## config.mk

```make
export PLATFORM = sky130hd
export DESIGN_NAME = prog_imm_lut
export DESIGN_NICKNAME = d
export VERILOG_FILES = /design/src/rtl/prog_imm_lut.sv
export SDC_FILE = /design/constraint.sdc
export NUM_CORES = 1
export LEC_CHECK = 0
export ABC_AREA = 1
export CELL_PAD_IN_SITES_DETAIL_PLACEMENT = 1
export CELL_PAD_IN_SITES_GLOBAL_PLACEMENT = 2
export CORE_ASPECT_RATIO = 2
export CORE_MARGIN = 3
export CORE_UTILIZATION = 39
export CTS_CLUSTER_SIZE = 24
export DETAILED_ROUTE_END_ITERATION = 16
export PLACE_DENSITY = 0.94
export SLEW_MARGIN = 20
export SYNTH_ARGS = -nofsm -noshare
export SYNTH_HDL_FRONTEND = slang
export SYNTH_SLANG_ARGS = --single-unit
```

## constraint.sdc

```tcl
create_clock -name clk -period 2.8 [get_ports clk]
set_clock_uncertainty 0.15 [all_clocks]
set_input_delay 0.28 -clock clk [delete_from_list [all_inputs] [get_ports clk]]
set_output_delay 0.28 -clock clk [all_outputs]
set_load 0.02 [all_outputs]
```

## src/rtl/prog_imm_lut.sv

```systemverilog
// prog_imm_lut: writable immediate / branch-target lookup table.
//
// A narrow instruction field (rd_addr) indexes a table of DW-bit constants.
// Entries can be rewritten at run time. A sequential restore engine can also
// bulk-rewrite every entry with its built-in default, one entry per cycle.
// Read data is registered, so it appears one cycle after the request.
//
// Ports
//   clk       system clock, all state on the rising edge
//   rst_n     asynchronous active-low reset (table back to defaults)
//   rd_en     read request
//   rd_addr   read index
//   rd_data   registered read data (holds when no read is issued)
//   rd_valid  one-cycle flag: rd_data was updated by the previous edge
//   wr_en     write request (dropped while a restore is running)
//   wr_addr   write index
//   wr_data   write data
//   restore   start a bulk restore of defaults (ignored while busy)
//   busy      restore in progress
//   wr_rej    one-cycle pulse: the write at the previous edge was dropped
module prog_imm_lut #(
  parameter int unsigned AW = 4,
  parameter int unsigned DW = 8
) (
  input  logic          clk,
  input  logic          rst_n,
  input  logic          rd_en,
  input  logic [AW-1:0] rd_addr,
  output logic [DW-1:0] rd_data,
  output logic          rd_valid,
  input  logic          wr_en,
  input  logic [AW-1:0] wr_addr,
  input  logic [DW-1:0] wr_data,
  input  logic          restore,
  output logic          busy,
  output logic          wr_rej
);

  localparam int unsigned Depth = 2 ** AW;

  // Built-in default for entry idx; constants wider than DW are truncated.
  function automatic logic [DW-1:0] dflt(input int unsigned idx);
    if (idx < DW) begin
      return DW'(1) << idx;
    end else if (idx == DW + 1) begin
      return DW'(30);
    end else if (idx == DW + 2) begin
      return DW'(7);
    end else if (idx == DW + 3) begin
      return '1;
    end
    return '0;
  endfunction

  typedef enum logic [0:0] {
    StIdle,
    StRestore
  } state_e;

  state_e        state_q, state_d;
  logic [AW-1:0] ptr_q, ptr_d;

  // Single table write port shared by user writes and the restore engine.
  logic          tbl_wen;
  logic [AW-1:0] tbl_waddr;
  logic [DW-1:0] tbl_wdata;

  logic [DW-1:0] tbl_rd [Depth];
  logic [DW-1:0] dflt_tab [Depth];

  logic [DW-1:0] rd_data_q;
  logic          rd_valid_q;
  logic          wr_rej_q;

  // ---------------------------------------------------------------------------
  // Table storage: one register per entry, each resetting to its own default.
  // ---------------------------------------------------------------------------
  for (genvar g = 0; g < Depth; g++) begin : g_entry
    localparam logic [DW-1:0] Init = dflt(g);

    logic [DW-1:0] entry_q;

    always_ff @(posedge clk or negedge rst_n) begin
      if (!rst_n) begin
        entry_q <= Init;
      end else if (tbl_wen && (tbl_waddr == AW'(g))) begin
        entry_q <= tbl_wdata;
      end
    end

    assign tbl_rd[g]   = entry_q;
    assign dflt_tab[g] = Init;
  end

  // ---------------------------------------------------------------------------
  // Restore FSM: state register
  // ---------------------------------------------------------------------------
  always_ff @(posedge clk or negedge rst_n) begin
    if (!rst_n) begin
      state_q <= StIdle;
      ptr_q   <= '0;
    end else begin
      state_q <= state_d;
      ptr_q   <= ptr_d;
    end
  end

  // ---------------------------------------------------------------------------
  // Restore FSM: next state
  // ---------------------------------------------------------------------------
  always_comb begin
    state_d = state_q;
    ptr_d   = '0;
    unique case (state_q)
      StIdle: begin
        if (restore) begin
          state_d = StRestore;
        end
      end
      StRestore: begin
        // Pointer wraps to zero on the same edge that writes the last entry.
        ptr_d = ptr_q + AW'(1);
        if (&ptr_q) begin
          state_d = StIdle;
        end
      end
      default: state_d = StIdle;
    endcase
  end

  // ---------------------------------------------------------------------------
  // Restore FSM: outputs (busy flag and table write-port steering)
  // ---------------------------------------------------------------------------
  always_comb begin
    busy      = 1'b0;
    tbl_wen   = 1'b0;
    tbl_waddr = wr_addr;
    tbl_wdata = wr_data;
    unique case (state_q)
      StIdle: begin
        tbl_wen = wr_en;
      end
      StRestore: begin
        busy      = 1'b1;
        tbl_wen   = 1'b1;
        tbl_waddr = ptr_q;
        tbl_wdata = dflt_tab[ptr_q];
      end
      default: ;
    endcase
  end

  // ---------------------------------------------------------------------------
  // Registered read port with write-first bypass, and write-reject pulse.
  // ---------------------------------------------------------------------------
  always_ff @(posedge clk or negedge rst_n) begin
    if (!rst_n) begin
      rd_data_q  <= '0;
      rd_valid_q <= 1'b0;
      wr_rej_q   <= 1'b0;
    end else begin
      rd_valid_q <= rd_en;
      wr_rej_q   <= wr_en && (state_q == StRestore);
      if (rd_en) begin
        if (tbl_wen && (tbl_waddr == rd_addr)) begin
          rd_data_q <= tbl_wdata;
        end else begin
          rd_data_q <= tbl_rd[rd_addr];
        end
      end
    end
  end

  assign rd_data  = rd_data_q;
  assign rd_valid = rd_valid_q;
  assign wr_rej   = wr_rej_q;

endmodule

```

==> results.yml <==
power_and_ir_drop:
  pwr-share-clk_pct: 24.4
  p_seq_share_pct: 33.4
  combPwrFrac_pct: 42.3
  ir_drop_mv: 0.5839
  p_int_mw: 5.802
  power_switching_mw: 4.260
  powerDensity_nw_per_um2: 1158
  power_mw: 10.06
  p_leak_nw: 4.013
  switching_share_pct: 42.34
synth:
  synth-compound-area-share_pct: 12.47
  synth_cell_types: 31
  seq_area_frac_synth_pct: 47.92
  synth-edff-count: 0
  synth_top_area_cell: "dfrtp_1"
  ys_warn_count: 0
  synth_top_cell_area_share_pct: 39.89
  syn_area_um2: 7527
  synth-simple-area-share_pct: 27.58
  ys_ff_latch: 143
  synth_flop_cell: "dfrtp_1"
  synth_mux_area_share_pct: 0
  synth_xor_area_share_pct: 0.1164
  synthAdderAreaFrac_pct: 1.164
  async_reset_ff_share_pct: 100.0
  synth_area_leaders: "dfrtp_1 (40%), nand2_1 (14%), dfstp_2 (8.0%)"
  netlist_instances: 966
  synth_top_family_by_area: "simple AND/OR/NAND/NOR gates"
  synth_nets: 994
  avgSynthCellArea_um2: 7.792
place:
  globalplace.congestion: 0.8844
  dp_hpwl_mm: 16.32
  port-buffer-count: 31
route:
  wl_per_cell_um: 18.11
  ant_nets: 0
  route.detailed.drc: 0
  drtPass1Iterations: 4
  viasPerCell: 5.119
  initialDrtViolationCount: 225
  vias: 6434
  routed_wl_mm: 22.76
cts:
  clkSinkCount: 143
  cts_buffer_depth: 2
  numCtsBuffers: 17
  clkTransAtPathRegs_ps: 60
  htree_num_levels: 4
  postCtsSetupBuffers: 0
  ctsHoldBuffers: 1
  cts_tree: "built"
  cts.repair.resized: 0
  cts.root.buffer_cell: "clkbuf_16"
  clk_latency_ps: 430
final_layout:
  layout_commonest_cell: "nand2_1"
  areaGrowthSynthToFinish_pct: 15.48
  nets: 1017
  drive_above_1_share_pct: 14.27
  layout_common_cells: "nand2_1 (275), dfrtp_1 (120), inv_1 (115), nand3_1 (104), o21ai_0 (95)"
  diodes: 0
floorplan:
  die_width_um: 104.2
  rows: 71
  die_h_um: 202.5
  io_pins: 32
  die_area_um2: 21100
  coreArea_um2: 18920
  initial_utilization_pct: 39.78
global_routing:
  grt.total_usage_pct: 22.53
  antenna_found_initial: 0
  grt_max_degree: 58
  gr-total-overflow: 0
  grt_pass1_wl_mm: 36.54
  grt_pass1_vias: 6898
timing:
  rsz0062_at_grt: "false"
  setup_violations: 0
  finalCriticalPeriod_ps: 2266
  slew_headroom_pct: 54.78
  worst_pin_slew_ps: 678.2
  finalHoldViolations: 0
  fmax_ghz: 0.4413
  tns_ps: 0
  maxSlewViolCount: 0
  fin_crit_sh_pct: 80.93
setup_path:
  critPathRequiredTime_ps: 3010
  r2r_start: "ptr_q[0]"
  crit_end: "rd_data[7]"
  critPathKind: "reg -> reg"
  worstPathMaxFanout: 14
  critPathLaunchType: "register"
  worst_setup_path_end_kind: "register"
  startpoint: "ptr_q[0]"
  cp.arrival_ps: 2480
  rrSetupSlack_ps: 530
  reg2reg_depth: 10
  r2r_end: "rd_data[7]"
run_status:
  status: "completed"
run:
  maxCapViolations: 0
min_path:
  min_path_type: "in -> async"
==> power by group through the flow <==
stage	registers [mW]	clock network, mW	logic, mW
floorplan	3.35	0	2.97
global placement	3.37	0	4.17
detailed placement	3.39	0	4.29
CTS	3.37	2.48	4.33
global route	3.44	2.56	4.78
finish	3.36	2.45	4.25
==> registers in the layout, summed over array words and instances (netlist names) <==
register,cells
g_entry.entry_q,128
rd_data,8
ptr_q,4
rd_valid,1
state_q,1
wr_rej,1
==> synth_stat cells (3+ instances only) <==
master and n:
nand2_1 275, dfrtp_1 120, inv_1 115, nand3_1 104, o21ai_0 95, o21ai_1 48
nor2_1 36, dfstp_2 23, inv_2 17, o211ai_1 17, buf_2 16, nor2_4 14
clkbuf_1 13, buf_4 12, nand2_2 8, ha_1 7, buf_1 6, o21ai_2 6
a21oi_1 5, buf_6 5, nand3_4 4, nor2_2 4, or2_2 4, clkinv_1 3
nand2_4 3
==> cell families (layout without fill, tap and decap cells) <==
family / count (synthesis) / count (layout)
and+or+nand+nor: 454 / 454
buffers and inverters: 188 / 224
AOI/OAI and AO/OA: 173 / 173
DFF: 143 / 143
adders and majority gates: 7 / 7
xor gates and xnor gates: 1 / 1
==> stage by stage <==
stage | util [%] | hold WS [ps] | setup WS, ps | instances | instance area, um2
finish | 45.94 | 204.3 | 533.9 | 1257 | 8692
global route | 45.94 | 250.8 | 329.5 | 1257 | 8692
CTS | 45.94 | 221.6 | 517.7 | 1257 | 8692
detailed placement | 42.53 | 100.6 | 462.1 | 1224 | 8048
global placement | 42.53 | 101.6 | 481.7 | 1224 | 8048
floorplan | - | -165.6 | 940.0 | 966 | 7527
==> layout make-up <==
type	instances	area [um2]
Clock buffer	22	474.2
Clock inverter	10	160.2
Fill cell	2263	10230
Inverter	136	511.7
Multi-Input combinational cell	635	3110
Sequential cell	143	3607
Tap cell	255	319.1
Timing Repair Buffer	56	509.2
==> worst min path at each step <==
stage | startpoint | to | slack [ps]
6_report | rst_n | g_entry[7].entry_q[5] | 200
3_5_place_dp | rst_n | g_entry[7].entry_q[5] | 100
3_3_place_gp | rst_n | g_entry[7].entry_q[5] | 100
4_1_cts | rst_n | g_entry[7].entry_q[5] | 220
5_1_grt | rst_n | g_entry[7].entry_q[5] | 250
2_1_floorplan | rst_n | g_entry[0].entry_q[1] | -170
==> worst max-delay path: stages (launching register included) <==
cell	delay, ps
dfrtp_1	440
ha_1	230
ha_1	210
a21oi_2	80
o21ai_2	550
inv_1	200
nand3_1	130
nand2_1	50
inv_1	70
nand2_1	40
nand2_1	50
==> per-layer routing <==
metal	wire length (um)	global-route usage, %
met5	0	0
met4	1110	11.98
met3	422	3.341
met2	12600	42.76
met1	8630	23.56
Power figures use the tool's default switching activity.
